===== config.mk =====
export PLATFORM = sky130hd
export DESIGN_NAME = csr_trap_ctrl
export DESIGN_NICKNAME = d
export VERILOG_FILES = /design/src/rtl/csr_trap_ctrl.sv
export SDC_FILE = /design/constraint.sdc
export NUM_CORES = 1
export LEC_CHECK = 0
export CORE_AREA = 2 2 158 160
export CTS_CLUSTER_SIZE = 20
export DETAILED_ROUTE_END_ITERATION = 12
export DIE_AREA = 0 0 160 162
export PLACE_DENSITY = 0.73
export SYNTH_ARGS = -nofsm -noshare
export SYNTH_HDL_FRONTEND = slang
export SYNTH_SLANG_ARGS = --single-unit

===== constraint.sdc =====
create_clock -name clk -period 2.78 [get_ports clk]
set_clock_uncertainty 0.05 [all_clocks]
set_input_delay 0.278 -clock clk [delete_from_list [all_inputs] [get_ports clk]]
set_output_delay 0.278 -clock clk [all_outputs]
set_load 0.03 [all_outputs]

===== src/rtl/csr_trap_ctrl.sv =====
// Machine-mode CSR file plus trap/mret sequencer beside the EX stage.
// Trap/mret: 1 stall cycle, then a 1-cycle redirect+flush; CSR reads are combinational.
module csr_trap_ctrl #(
  parameter logic [31:0] MTVEC_RST = 32'h0000_0000,
  parameter logic [31:0] HART_ID   = 32'd0
) (
  input  logic        clk,
  input  logic        rst_n,
  input  logic        ex_valid,
  input  logic [31:0] ex_pc,
  input  logic        csr_en,
  input  logic [2:0]  csr_func3,
  input  logic [11:0] csr_addr,
  input  logic [4:0]  csr_rs1_idx,
  input  logic [31:0] csr_rs1_data,
  input  logic        ecall_i,
  input  logic        ebreak_i,
  input  logic        mret_i,
  input  logic        irq_i,
  output logic [31:0] csr_rdata,
  output logic        stall_o,
  output logic        flush_o,
  output logic        redirect_o,
  output logic [31:0] redirect_pc
);

  localparam logic [11:0] A_MSTATUS  = 12'h300;
  localparam logic [11:0] A_MIE      = 12'h304;
  localparam logic [11:0] A_MTVEC    = 12'h305;
  localparam logic [11:0] A_MSCRATCH = 12'h340;
  localparam logic [11:0] A_MEPC     = 12'h341;
  localparam logic [11:0] A_MCAUSE   = 12'h342;
  localparam logic [11:0] A_MIP      = 12'h344;
  localparam logic [11:0] A_MCYCLE   = 12'hB00;
  localparam logic [11:0] A_MCYCLEH  = 12'hB80;
  localparam logic [11:0] A_MHARTID  = 12'hF14;

  typedef enum logic [1:0] {S_IDLE, S_TRAP, S_RET} state_t;

  state_t      state_q, state_d;
  logic        mstatus_mie_q, mstatus_mpie_q, mie_meie_q;
  logic [31:0] mtvec_q, mepc_q, mscratch_q, mcause_q;
  logic [63:0] mcycle_q;

  logic        idle, int_pend, trap_take, mret_take, csr_act, csr_wr;
  logic [31:0] old_val, operand, new_val;

  assign idle      = (state_q == S_IDLE);
  assign int_pend  = irq_i & mstatus_mie_q & mie_meie_q;
  assign trap_take = idle & ex_valid & (int_pend | ecall_i | ebreak_i);
  assign mret_take = idle & ex_valid & mret_i & ~int_pend & ~ecall_i & ~ebreak_i;
  assign csr_act   = idle & ex_valid & csr_en;

  // func3[1] marks set/clear forms, which must not write when the source is x0/zimm 0.
  assign csr_wr = csr_act & ~trap_take & ~mret_take & (csr_func3[1:0] != 2'b00)
                & ~(csr_func3[1] & (csr_rs1_idx == 5'd0));

  assign operand   = csr_func3[2] ? {27'd0, csr_rs1_idx} : csr_rs1_data;
  assign csr_rdata = csr_act ? old_val : 32'd0;

  always_comb begin
    old_val = 32'd0;
    case (csr_addr)
      A_MSTATUS:  old_val = {24'd0, mstatus_mpie_q, 3'd0, mstatus_mie_q, 3'd0};
      A_MIE:      old_val = {20'd0, mie_meie_q, 11'd0};
      A_MTVEC:    old_val = mtvec_q;
      A_MSCRATCH: old_val = mscratch_q;
      A_MEPC:     old_val = mepc_q & 32'hFFFF_FFFC;
      A_MCAUSE:   old_val = mcause_q;
      A_MIP:      old_val = {20'd0, irq_i, 11'd0};
      A_MCYCLE:   old_val = mcycle_q[31:0];
      A_MCYCLEH:  old_val = mcycle_q[63:32];
      A_MHARTID:  old_val = HART_ID;
      default:    old_val = 32'd0;
    endcase
  end

  always_comb begin
    new_val = old_val;
    case (csr_func3[1:0])
      2'b01:   new_val = operand;
      2'b10:   new_val = old_val | operand;
      2'b11:   new_val = old_val & ~operand;
      default: new_val = old_val;
    endcase
  end

  always_ff @(posedge clk or negedge rst_n) begin
    if (!rst_n) begin
      mstatus_mie_q  <= 1'b0;
      mstatus_mpie_q <= 1'b0;
      mie_meie_q     <= 1'b0;
      mtvec_q        <= MTVEC_RST & 32'hFFFF_FFFC;
      mepc_q         <= 32'd0;
      mscratch_q     <= 32'd0;
      mcause_q       <= 32'd0;
    end else if (trap_take) begin
      mepc_q         <= ex_pc;
      mcause_q       <= int_pend ? 32'h8000_000B : (ecall_i ? 32'd11 : 32'd3);
      mstatus_mpie_q <= mstatus_mie_q;
      mstatus_mie_q  <= 1'b0;
    end else if (mret_take) begin
      mstatus_mie_q  <= mstatus_mpie_q;
      mstatus_mpie_q <= 1'b1;
    end else if (csr_wr) begin
      case (csr_addr)
        A_MSTATUS: begin
          mstatus_mie_q  <= new_val[3];
          mstatus_mpie_q <= new_val[7];
        end
        A_MIE:      mie_meie_q <= new_val[11];
        A_MTVEC:    mtvec_q    <= new_val & 32'hFFFF_FFFC;
        A_MSCRATCH: mscratch_q <= new_val;
        A_MEPC:     mepc_q     <= new_val;
        A_MCAUSE:   mcause_q   <= new_val;
        default: ;
      endcase
    end
  end

  // A software write to either half replaces the increment for that cycle.
  always_ff @(posedge clk or negedge rst_n) begin
    if (!rst_n) begin
      mcycle_q <= 64'd0;
    end else if (csr_wr && csr_addr == A_MCYCLE) begin
      mcycle_q[31:0] <= new_val;
    end else if (csr_wr && csr_addr == A_MCYCLEH) begin
      mcycle_q[63:32] <= new_val;
    end else begin
      mcycle_q <= mcycle_q + 64'd1;
    end
  end

  always_ff @(posedge clk or negedge rst_n) begin
    if (!rst_n) state_q <= S_IDLE;
    else        state_q <= state_d;
  end

  always_comb begin
    state_d = state_q;
    case (state_q)
      S_IDLE: begin
        if (trap_take)      state_d = S_TRAP;
        else if (mret_take) state_d = S_RET;
      end
      default: state_d = S_IDLE;
    endcase
  end

  always_comb begin
    stall_o     = 1'b0;
    flush_o     = 1'b0;
    redirect_o  = 1'b0;
    redirect_pc = 32'd0;
    case (state_q)
      S_IDLE: stall_o = trap_take | mret_take;
      S_TRAP: begin
        flush_o     = 1'b1;
        redirect_o  = 1'b1;
        redirect_pc = {mtvec_q[31:2], 2'b00};
      end
      S_RET: begin
        flush_o     = 1'b1;
        redirect_o  = 1'b1;
        redirect_pc = {mepc_q[31:2], 2'b00};
      end
      default: ;
    endcase
  end

endmodule


==> summary.txt <==
Place
  • Placed Area: 0.0151 mm²
  • Gpl congestion: 1.03
  • Hpwl dp: 37100 µm
  • Port-buffer cells: 154

CTS
  • Clock Sinks: approximately 190
  • Later-pin clock latency in the skew report: 0.45 ns
  • CTS Buffer Depth: 2
  • H-tree depth: 4
  • Root buffer cell: clkbuf_16
  • CTS tree: built
  • Worst-path clk slew: 0.09 ns
  • CTS Buf Count: 17

Routing
  • Total Wirelength: 51000 µm
  • Residual DRC count: 0
  • Via count: roughly 13000
  • DR pass1 iterations: 9
  • Drt wl/cell: 25.3 µm
  • Antenna Nets Post-Route: 0
  • DRT iter0 DRCs: around 2100
  • Via density: ~6.6

Synthesis
  • Ys flop type: dfrtp_1
  • Flip-flop and latch count after synthesis: just under 200
  • Mapped Avg Cell Area: 8.57 µm²
  • Mapped cell area: about 0.012 mm²
  • Sequential cell area fraction in the yosys report: 40.4%
  • Cells after Synth: around 1400
  • Post-synthesis cell type count: 84
  • Warnings from Yosys: 0
  • EDFF count, synth: 0
  • Async S/R FF share, synth: 100%

Timing
  • Post-route minimum period: ~2.8 ns
  • Tcrit/Tclk final: 99.5%
  • Slew HR: 44.7%
  • Final hold vios: 0
  • WHS: 0.352 ns
  • Max Clock Freq: around 360 MHz
  • Worst Max-Slew Pin Slew: 0.827 ns
  • Final setup violation count: 0
  • Slew Viols, Final: 0

Setup path
  • Worst path slowest cell: or4_1
  • Crit path buf inv count: 6
  • R2R setup slack: 0.10 ns
  • CP startpoint kind: input pin
  • Critical R2R Capture: mcycle_q[51]
  • Cell count along the critical path: 10
  • Largest stage delay, worst path: 0.53 ns
  • FF-to-FF Start: state_q[0]
  • WP data required: 2.45 ns
  • R2R cell count: 11
  • CP Max Fanout: 15
  • CP cell instances: dlygate4sd2_1 -> or4_1 -> buf_6 -> nor3_4 -> buf_4 -> buf_6 -> a22oi_1 -> a31oi_1 -> buf_4 -> buf_12
  • CP startpoint: csr_addr[1]
  • WP data arrival: 2.44 ns
  • CP top delay family: buffers and inverters
  • Worst setup path end: csr_rdata[7]
  • CP Capture Type: output port
  • WS Path Type: in -> out

Power
  • Peak VDD IR: roughly 0.51 mV
  • Power, Total: between 7 and 8 mW
  • Power Density: 494 mW/mm²
  • Leakage Power: 6.77 nW

Floorplanning
  • Die extent in x: 160 µm
  • Site Rows: 57
  • Core Area: 0.0241 mm²
  • Starting Density: 49.6%
  • Die Y: approximately 160 µm
  • Die area: 0.0259 mm²
  • I/O Pins: roughly 160

Layout
  • ANT cells: 0
  • Final nets: 1774
  • Final instance area: ~0.016 mm²
  • Area growth from synthesis to layout: 35.4%
  • Ratio of cells with drive above 1 in the final layout: between 15 and 20%
  • Most frequent cells in the layout: nand2_1 (200), buf_4 (200), dfrtp_1 (193), o21ai_0 (104), a22oi_1 (101)

Global routing
  • Aggregate global routing overflow: 0
  • Global-route wire length before repair: 75800 µm
  • Largest net degree at the start of global routing: 73
  • Vias in the first global route: 12700
  • All-layer global routing usage: 38.5%
  • Initial antenna violation count: 0

Run
  • Number of max-cap violations: 0

Min path
  • Hold crit path type: in -> async

Status
  • Status: complete, no violations
per-layer routing:
| metal | vias to the layer above | part of all wire, % | GRT usage, % |
|---|---|---|---|
| met1 | 6473 | 40 | 54.2 |
| li1 | 5710 | - | - |
| met2 | 989 | 43 | 57.6 |
| met3 | 167 | 13 | 11.0 |
| met5 | - | 0 | 0 |
| met4 | 0 | 3.3 | 12.7 |
flip-flops by register name, indices dropped and copies added, names as in the netlist:
| register | flops |
|---|---|
| mepc_q | 30 |
| mscratch_q | 32 |
| mstatus_mie_q | 1 |
| mie_meie_q | 1 |
| mcycle_q | 64 |
| state_q | 2 |
| mstatus_mpie_q | 1 |
| mcause_q | 32 |
| mtvec_q | 30 |
kinds of logic (layout without fill, tap and decap cells):
kind of cell	Yosys count	count (layout)	share of synthesized area, %
other cells	1	2	0.0313
compound gates	449	449	24.8
buf+inv	118	412	4.35
mux	26	26	2.22
fa+ha+maj	4	4	0.418
xor+xnor	55	55	4.03
simple gates	550	550	23.8
flops	193	193	40.4
Yosys cell counts (all sizes together), types with 5 or more instances:
cell type,count,area (µm²)
buf,32,198
o22ai,5,31.3
a222oi,14,140
o21ai,166,835
and3,35,219
xnor2,49,429
nand2b,12,75.1
nor2,75,287
a22oi,101,758
or4,5,41.3
and2,25,156
dfrtp,193,4830
nand2,202,761
nor3,26,173
nand4,26,163
a31oi,18,113
o211ai,16,125
a22o,21,184
a21oi,53,269
clkbuf,74,278
and4,9,81.3
nor4,15,145
xor2,6,52.6
mux2i,22,220
or3,5,31.3
inv,11,41.3
nand3,37,185
nor2b,61,382
a211oi,5,37.5
through the flow:
| step | utilization, % | TNS [ns] | worst slack [ns] | std cells |
|---|---|---|---|---|
| floorplan | - | 0 | 0.103 | 1397 |
| global placement | 62.8 | -29.26 | -0.260 | 1961 |
| detailed placement | 62.8 | -40.78 | -0.322 | 1961 |
| CTS | 66.0 | -0.0364 | -0.0364 | 2001 |
| global route | 67.2 | -0.193 | -0.0322 | 2015 |
| finish | 67.2 | 0 | 0.0130 | 2015 |
timing repair:
| item | 4_1_cts | 5_1_grt |
|---|---|---|
| setup buffers | 6 | 10 |
| hold buffers | 1 | 0 |
| resized for setup | 30 | 38 |
| pin swaps | 10 | 11 |
| hold endpoints to repair | 69 | 0 |
| setup endpoints to repair | 37 | 44 |
| gates cloned | 1 | 4 |
power breakdown:
part	internal, mW	total (mW)	switching, mW
registers	3.07	3.39	0.317
clock network	1.26	2.67	1.41
logic	0.826	1.93	1.11
worst min path at each step:
stage           from       endpoint
2_1_floorplan  rst_n    mcause_q[0]
3_3_place_gp   rst_n  mscratch_q[4]
3_5_place_dp   rst_n  mscratch_q[4]
4_1_cts        rst_n  mscratch_q[4]
5_1_grt        rst_n  mscratch_q[4]
6_report       rst_n  mscratch_q[4]
cell type report:
type,count,area (µm²)
clock buffer,17,425
clock inverter,15,213
fill,2007,7910
inverter,12,45.0
multi-input combinational,1086,6690
sequential,193,4830
tap,324,405
timing repair buffer,368,3590
Power figures use the tool's default switching activity.
